[src/rtl/vending_machine_param.sv]
// -----------------------------------------------------------------------------
// vending_machine_param
//
// Parametrised vending controller. It accepts 5, 10 and 20 rs coins against a
// configurable price and vends as soon as the stored credit covers the price.
// Change, or the refund of a cancelled purchase, is paid out one coin per
// cycle, 10 rs coins first. All outputs are registered.
//
// Parameters
//   PRICE  product price in 5-rs units (1 .. 2^CW-4)
//   CW     credit register width in 5-rs units (must hold PRICE-1+4)
//
// Ports
//   clk          clock, rising edge
//   rst          synchronous, active-high reset
//   coin[1:0]    coin presented: 00 none, 01 5 rs, 10 10 rs, 11 20 rs
//   cancel       level request to refund the current credit
//   vend         one-cycle pulse releasing one product
//   change[1:0]  coin dispensed this cycle: 00 none, 01 5 rs, 10 10 rs
//   busy         high while paying out; coin gate closed
//   coin_reject  one-cycle pulse, a coin presented while busy is returned
//   credit       current stored credit in 5-rs units
// -----------------------------------------------------------------------------
module vending_machine_param #(
    parameter int PRICE = 3,
    parameter int CW    = 4
) (
    input  logic          clk,
    input  logic          rst,
    input  logic [1:0]    coin,
    input  logic          cancel,
    output logic          vend,
    output logic [1:0]    change,
    output logic          busy,
    output logic          coin_reject,
    output logic [CW-1:0] credit
);

    typedef enum logic {
        COLLECT  = 1'b0,
        DISPENSE = 1'b1
    } state_t;

    localparam logic [CW:0] PRICE_W = (CW+1)'(PRICE);

    // Coin code to value in 5-rs units; the 20 rs coin is worth 4, not 3.
    function automatic logic [CW:0] coin_value(input logic [1:0] c);
        logic [CW:0] v;
        case (c)
            2'b01:   v = (CW+1)'(1);
            2'b10:   v = (CW+1)'(2);
            2'b11:   v = (CW+1)'(4);
            default: v = '0;
        endcase
        return v;
    endfunction

    state_t        r_state;
    logic          r_vend;
    logic [1:0]    r_change;
    logic          r_coin_reject;
    logic [CW-1:0] r_credit;

    // One bit wider than the credit so the price comparison is exact.
    logic [CW:0]   w_sum;

    assign w_sum = {1'b0, r_credit} + coin_value(coin);

    always_ff @(posedge clk) begin
        if (rst) begin
            r_state       <= COLLECT;
            r_vend        <= 1'b0;
            r_change      <= 2'b00;
            r_coin_reject <= 1'b0;
            r_credit      <= '0;
        end else begin
            case (r_state)
                COLLECT: begin
                    r_change      <= 2'b00;
                    r_coin_reject <= 1'b0;
                    r_vend        <= 1'b0;
                    if (w_sum >= PRICE_W) begin
                        // Purchase completes; cancel loses to the vend.
                        r_vend   <= 1'b1;
                        r_credit <= CW'(w_sum - PRICE_W);
                        if (w_sum != PRICE_W) begin
                            r_state <= DISPENSE;
                        end
                    end else if (cancel && (w_sum != '0)) begin
                        // Refund everything, including a coin landing now.
                        r_credit <= w_sum[CW-1:0];
                        r_state  <= DISPENSE;
                    end else begin
                        r_credit <= w_sum[CW-1:0];
                    end
                end

                DISPENSE: begin
                    r_vend        <= 1'b0;
                    r_coin_reject <= (coin != 2'b00);
                    if (r_credit >= CW'(2)) begin
                        r_change <= 2'b10;
                        r_credit <= r_credit - CW'(2);
                        if (r_credit == CW'(2)) begin
                            r_state <= COLLECT;
                        end
                    end else if (r_credit == CW'(1)) begin
                        r_change <= 2'b01;
                        r_credit <= '0;
                        r_state  <= COLLECT;
                    end else begin
                        // Defensive: nothing left to pay.
                        r_change <= 2'b00;
                        r_state  <= COLLECT;
                    end
                end

                default: begin
                    r_state <= COLLECT;
                end
            endcase
        end
    end

    assign vend        = r_vend;
    assign change      = r_change;
    assign busy        = (r_state == DISPENSE);
    assign coin_reject = r_coin_reject;
    assign credit      = r_credit;

endmodule
[config.mk]
export PLATFORM = sky130hd
export DESIGN_NAME = vending_machine_param
export DESIGN_NICKNAME = d
export VERILOG_FILES = /design/src/rtl/vending_machine_param.sv
export SDC_FILE = /design/constraint.sdc
export NUM_CORES = 1
export LEC_CHECK = 0
export CORE_MARGIN = 5
export CORE_UTILIZATION = 49
export CTS_CLUSTER_DIAMETER = 150
export CTS_CLUSTER_SIZE = 10
export DETAILED_ROUTE_END_ITERATION = 8
export PLACE_DENSITY = 0.84
export SETUP_SLACK_MARGIN = 0.15
export SLEW_MARGIN = 25
export SYNTH_ARGS = -nofsm -noshare
export SYNTH_HDL_FRONTEND = slang
export SYNTH_SLANG_ARGS = --single-unit
[constraint.sdc]
create_clock -name clk -period 3.9 [get_ports clk]
set_input_delay 1.17 -clock clk [delete_from_list [all_inputs] [get_ports clk]]
set_output_delay 1.17 -clock clk [all_outputs]
set_load 0.02 [all_outputs]
; Yosys cells after proc, flatten, opt, wreduce, memory -nomap -nowiden
; Cells that the tools add are included.
[word_totals]
out_inout_bits = 9
ff_bits = 9
input_bits = 5
[classes]
n_eq_ne = 7
muxes = 17
bitwise = 1
addsub = 3
n_reduce_logical = 3
magnitude_cmp = 2
[ops]
columns = operator, count
row1 = 4-bit 2-to-1 mux, 3
row2 = 3-bit case mux with 3 select lines, 1
row3 = 4-bit case mux with 2 select lines, 1
row4 = 4-bit by 2-bit subtractor with 4-bit output (second input constant), 2
row5 = 1-bit 2-to-1 mux, 7
row6 = 1-bit case mux with 2 select lines, 3
row7 = 4-bit by 3-bit adder with 5-bit output, 1
row8 = 5-bit by 2-bit >= comparator with 1-bit output (second input constant), 1
row9 = 5-bit by 2-bit inequality test with 1-bit output (second input constant), 1
row10 = 5-bit nonzero test, 1
row11 = 2-bit equality test (second input constant), 2
row12 = 4-bit by 1-bit equality test with 1-bit output (second input constant), 1
row13 = 4-bit by 2-bit equality test with 1-bit output (second input constant), 1
row14 = 4-bit by 2-bit >= comparator with 1-bit output (second input constant), 1
row15 = 2-bit case mux with 2 select lines, 1
row16 = 3-bit by 1-bit inequality test with 1-bit output (second input constant), 1
row17 = 2-bit by 1-bit equality test with 1-bit output (second input constant), 1
row18 = 2-bit 2-to-1 mux, 1
row19 = 2-bit nonzero test, 1
row20 = 1-bit logical AND, 1
row21 = 1-bit NOT, 1

; Longest topological paths before layout
; Gate-level depths: netlist of the first run.
[depth]
depth_word = 8
depth_mapped = 9
depth_no_buf = 9

; Least setup slack after synthesis of the first run
; OpenSTA, ideal clock, no wires.
[synth_path]
path_kind = input-to-reg
startpoint = input coin[0]
endpoint = register r_credit[3], in the netlist credit[3]
stages = 8
arrival_ns = 3.027
path_buffers = 0
setup_ns = 0.122
path_slack_ns = 0.751
cell_sequence = nor2b_1 -> ha_1 -> fa_1 -> a21o_1 -> a211oi_1 -> a211oi_2 -> and2_1 -> o311a_1
[synth_via]
elab_chain_len = 6
word_cells_on_any_way = 9
cone_classes = 2 x add/sub / 1 x order compare / 3 x eq/ne / 3 x mux
[synth_rtl]
columns = item, line_no
row1 = from (decl), 30  ; input logic [1:0] coin,
row2 = 2-bit equality test / 2-bit by 1-bit equality test with 1-bit output (equally long branches), 49  ; case (c)
row3 = 3-bit case mux with 3 select lines (*), 49
row4 = 4-bit by 3-bit adder with 5-bit output (*), 67  ; assign w_sum = {1'b0, r_credit} + coin_value(coin);
row5 = 4-bit by 2-bit subtractor with 4-bit output / 5-bit by 2-bit >= comparator with 1-bit output (equally long branches), "85, 82"
row6 = 4-bit 2-to-1 mux (*), 82  ; if (w_sum >= PRICE_W) begin
row7 = 4-bit case mux with 2 select lines (*), 77  ; case (r_state)
row8 = to (signal assigned), 85  ; r_credit <= CW'(w_sum - PRICE_W);
row9 = to (signal assigned), 91  ; r_credit <= w_sum[CW-1:0];
row10 = to (signal assigned), 94  ; r_credit <= w_sum[CW-1:0];
row11 = to (decl), 62  ; logic [CW-1:0] r_credit;
; Every way passes the cells marked *; elsewhere a longest branch is shown, timed or not.
; A chain may end at the register's enable or synchronous reset.

; Final worst setup path of the first run
[layout_path]
startpoint = input coin[0]
endpoint = register r_credit[1], in the netlist credit[1]
; The elaborated chain is that of the path after synthesis.

==> results of run 1 <==
==> flip-flops by register name, indices dropped and copies added (netlist names) <==
register     cells
change           2
coin_reject      1
busy             1
vend             1
credit           4
==> stage by stage <==
stage	instance area (sq um)	setup slack (ps)	util [%]	hold WS [ps]
final	845	312	64.9	554
after global routing	845	221	64.9	597
after CTS	845	344	64.9	559
after detailed placement	818	91.4	62.9	542
after global placement	818	165	62.9	539
after floorplan	681	751	-	580
==> worst max-delay path, cell delays in order <==
cell and delay (ps):
clkdlybuf4s50_1 510, nor2b_1 160, ha_1 210, fa_1 530, ha_1 320, nor4_4 400
mux2i_1 310, o32ai_2 100
==> cell families after synthesis <==
group	count (synthesis)	share of synthesized area [%]
buffers and inverters	11	7.72
adder cells (fa/ha/maj)	7	14.0
XOR/XNOR	1	1.29
AO/OA/AOI/OAI	22	25.9
multiplexers	1	1.47
AND/OR/NAND/NOR	27	23.2
flip-flops	9	26.5
==> layer usage <==
metal  vias to the layer above  track usage [%]  routed length, um
li1                        316                -                  -
met1                       298             17.3                611
met2                        19             27.8                760
met3                         0             2.68                112
met4                         0             4.97                  0
met5                         -                0                  0
==> Yosys cell counts, drive strengths merged (2+ instances only) <==
cell type  instances
a31oi              2
a211oi             2
nor3               5
nand3              2
ha                 6
nand2b             2
nand2              4
dfxtp              9
and2               2
nor2b              3
buf                2
a21oi              4
inv                9
nor2               5
o21ai              4
o211ai             3
==> cell type report <==
class                      count  area (sq um)
timing repair buffer          14           138
sequential                     9           180
tap                           15          18.8
inverter                       9          33.8
fill                         124           457
multi-input combinational     58           448
clock buffer                   4          26.3
==> power groups by stage <==
stage | Combinational (uW) | Clock [uW] | Sequential (uW)
after CTS | 427 | 72.5 | 169
after floorplan | 294 | 0 | 191
final | 427 | 70.0 | 169
after global routing | 468 | 74.8 | 176
after global placement | 411 | 0 | 169
after detailed placement | 423 | 0 | 171
==> worst max-delay path by stage <==
stage	from	end	slack, ps	cells past startpoint
after floorplan	coin[0]	credit[3]	750	8
after global placement	coin[0]	credit[3]	170	9
after detailed placement	coin[0]	credit[1]	90	8
after CTS	coin[0]	credit[1]	340	8
after global routing	coin[0]	credit[1]	220	8
final	coin[0]	credit[1]	310	8
==> run metrics, run 1 <==
post-synthesis cell area about 680 sq um; commonest non-fill, non-tap cell in the layout clkdlybuf4s50_1; Reg power frac 25.4%; Die Wd 47.3 um; via count 633; R2R cell count 6; first-pass GRT wire length 2420 um; internal power 364 uW; max_cap viols 0; layout cells sized above 1 9.57%; status complete, no violations; antenna violations before repair 0; clock sink count 9; synth top area cells dfxtp_1, ha_1, inv_1, nor3_1, o211ai_1; leakage 0.000348 uW; H-Tree Depth 1; core area 1300 sq um; CTS Buffer Depth 2; total grt overflow 0; hpwl dp between 1000 and 1500 um; Worst Hold Depth 1; worst reg2reg setup slack 1490 ps; setup_tns 0 ps; DR pass1 iterations 4; Reg clk slew, reported paths 60 ps; Routed WL per cell around 14 um; Slew Viols, Final 0; Placed Cells between 100 and 150; n_diodes 0; critical path peak fanout 7; CTS root buffer clkbuf_4; remaining routing DRC violations 0; register area share after synthesis 26.5%; Worst Hold Endpoint credit[1]; wirelength, routed 1480 um; Yosys warning count 0; Critical Path End Type register; worst slew pin tran 400 ps; die height between 40 and 50 um; worst path required time between 4000 and 5000 ps; clock period minus worst slack 3590 ps; FF+latch count, synth 9; syn_nets 90; part of the power in combinational logic 64.1%; post-cts repair resize count 0; fin nets 107; number of global-route vias before repair 572; Synth async-reset ratio 0%; Buffers on Ports 13; hold_sp credit[1]; Mapped Cells 78; r2r startpoint credit[0]; final hold vios 0; Netlist cell types 33; switching power total around 300 uW; total die area ~2200 sq um; WS Path Type primary input to register; Post-synth EDFFs 0; post-synth top area share 26.5%; Rel. slew slack 73.3%; 1st-iter DRT viols 16; maximum vdd drop 0.379 mV; fin crit share around nine tenths; Arrival @ worst endpoint 3720 ps; Primary FF master, synth dfxtp_1; PwrDens 788 nW/um^2; most frequent cells in the layout clkdlybuf4s50_1, inv_1, dfxtp_1; Sw Share ~45%; Via density 5.81; Cell Rows 13; cts bufs inserted 3; Clock Power Share 10.5%; Worst-Skew Late Latency approximately 260 ps; I/O Pins 14; Initial Utilization 52.3%; Post-CTS Setup Inserts 0; Post-CTS Hold Fix Bufs 0; Final Total Pwr 665 uW; Layout Cells excl Fill 109; reg-to-reg endpoint credit[1]; Max Clk Rate 279 MHz; Avg Inst Size Synth 8.73 sq um; RSZ-0062 raised after global routing no; post-route ant nets 0; final setup violation count 0; GRT Total Usage 15.1%; Routability Congestion between 0.8 and 0.9; post-synth top area cell dfxtp_1; CTS tree yes; Critical Path Start Type primary input; HP Class register to register; area grow syn2layout 24.1%; clock skew 9.10 ps; largest net degree at the start of global routing 11
Note: power is estimated with default switching activity, not from simulation.
==> run 2, diff against run 1 <==
Settings changed: CORE_UTILIZATION 49 to 45, PLACE_DENSITY 0.84 to 0.79.
==> run 2 against run 1 <==
Via count shrank 1.4%. Final area grew 0.15%. Combinational power shrank 0.9%. Critical path depth is the same. First-iteration DRC count shrank 31%. Sequential share of layout area is essentially flat. Utilization shrank 7.4 points. Routed wire length shrank 2.6%. Worst setup slack gained 38 ps. Die area grew 7.0%.
==> run metrics, run 2 (synthesized netlist as in run 1, its figures left out) <==
status complete, no violations; GRT Total Usage 12.8%; crit path capture credit[3]; Arrival @ worst endpoint 3700 ps; crit-path max cell delay 530 ps; post-route ant nets 0; first-pass GRT wire length 2360 um; final setup violation count 0; CP most frequent cell ha_1; met3 WL 50 um; setup_tns 0 ps; met2 WL around 760 um; final hold vios 0; H-Tree Depth 1; remaining routing DRC violations 0; max layer used met4; critical path buffer and inverter count 1; DR pass1 iterations 4; layout cells sized above 1 about a tenth; Slew Viols, Final 0; post-cts repair resize count 0; I/O Pins 14; Critical Path End Type register; crit path from coin[0]; CTS root buffer clkbuf_4; worst reg2reg setup slack 1490 ps; PwrDens 783 nW/um^2; post-placement cell area 820 sq um; RSZ-0062 raised after global routing no; hpwl dp 1200 um; HP Class register to register; core area 1470 sq um; fin nets 107; Post-CTS Setup Inserts 0; clock skew 1.18 ps; reg-to-reg endpoint credit[3]; Routed WL per cell roughly 13 um; Routability Congestion 0.824; critical path peak fanout 7; Layout Cells excl Fill 110; Max Clk Rate 282 MHz; Buffers on Ports 13; CTS Buffer Depth 2; total die area 2390 sq um; total grt overflow 0; number of global-route vias before repair 542; antenna violations before repair 0; max_cap viols 0; CTS tree yes; leakage 0.000348 uW; area grow syn2layout 24.3%; Via density 5.67; Final Instance Area 846 sq um; n_diodes 0; WS Path Type primary input to register; CP delay by family, top adder cells; Reg clk slew, reported paths roughly 60 ps; clock sink count 9; R2R cell count 6; die height 48.9 um; Worst-Skew Late Latency roughly 260 ps; Die Wd 48.9 um; via count 624; worst path required time 4050 ps; worst path cell trace clkdlybuf4s50_1 -> nor2b_1 -> ha_1 -> fa_1 -> ha_1 -> nor4_4 -> nor3_1 -> o311a_1; Crit path depth 8; r2r startpoint credit[0]; slowest CP cell fa_1; commonest non-fill, non-tap cell in the layout clkdlybuf4s50_1; Cell Rows 14; Rel. slew slack 75.3%; wirelength, routed roughly 1400 um; largest net degree at the start of global routing 11; Critical Path Start Type primary input; Core Util, Final between 50% and 60%; clock period minus worst slack ~3500 ps; Post-CTS Hold Fix Bufs 0; Placed Cells 106; fin crit share 91.0%; Initial Utilization 46.3%; maximum vdd drop 0.305 mV; hold_sp credit[0]; 1st-iter DRT viols 11; most frequent cells in the layout clkdlybuf4s50_1, inv_1, dfxtp_1; cts bufs inserted 3; worst slew pin tran 368 ps; Metal-1 WL a little over 600 um; max reg flops 4
[run 2: worst min path at each step]
stage	endpoint	slack (ps)	cells after the start
after detailed placement	change[0]	530	1
after CTS	change[0]	540	1
after floorplan	credit[1]	580	1
after global routing	change[0]	570	1
final	change[0]	540	1
after global placement	credit[1]	540	1
[run 2: per-layer routing]
| metal | global-route usage (%) | vias up |
|---|---|---|
| met3 | 1.83 | 2 |
| met4 | 10.8 | 0 |
| li1 | - | 317 |
| met5 | 0 | - |
| met2 | 20.4 | 14 |
| met1 | 14.6 | 291 |
[run 2: through the flow]
| stage | hold WS (ps) | total power (uW) | worst slack, ps |
|---|---|---|---|
| 3_3_place_gp | 537 | 581 | 155 |
| 6_report | 538 | 662 | 350 |
| 3_5_place_dp | 535 | 594 | 80.4 |
| 4_1_cts | 543 | 667 | 352 |
| 2_1_floorplan | 580 | 485 | 751 |
| 5_1_grt | 569 | 716 | 180 |
[run 2: area by class of cell]
type / instances / area (sq um)
Timing Repair Buffer: 14 / 138
Multi-Input combinational cell: 58 / 448
Tap cell: 16 / 20.0
Inverter: 9 / 33.8
Fill cell: 148 / 626
Clock buffer: 4 / 26.3
Sequential cell: 9 / 180
[run 2: report_power, final]
part,total [uW],internal [uW],switching (uW)
Sequential,167,123,44.1
Clock,71.7,39.4,32.3
Combinational,423,202,221
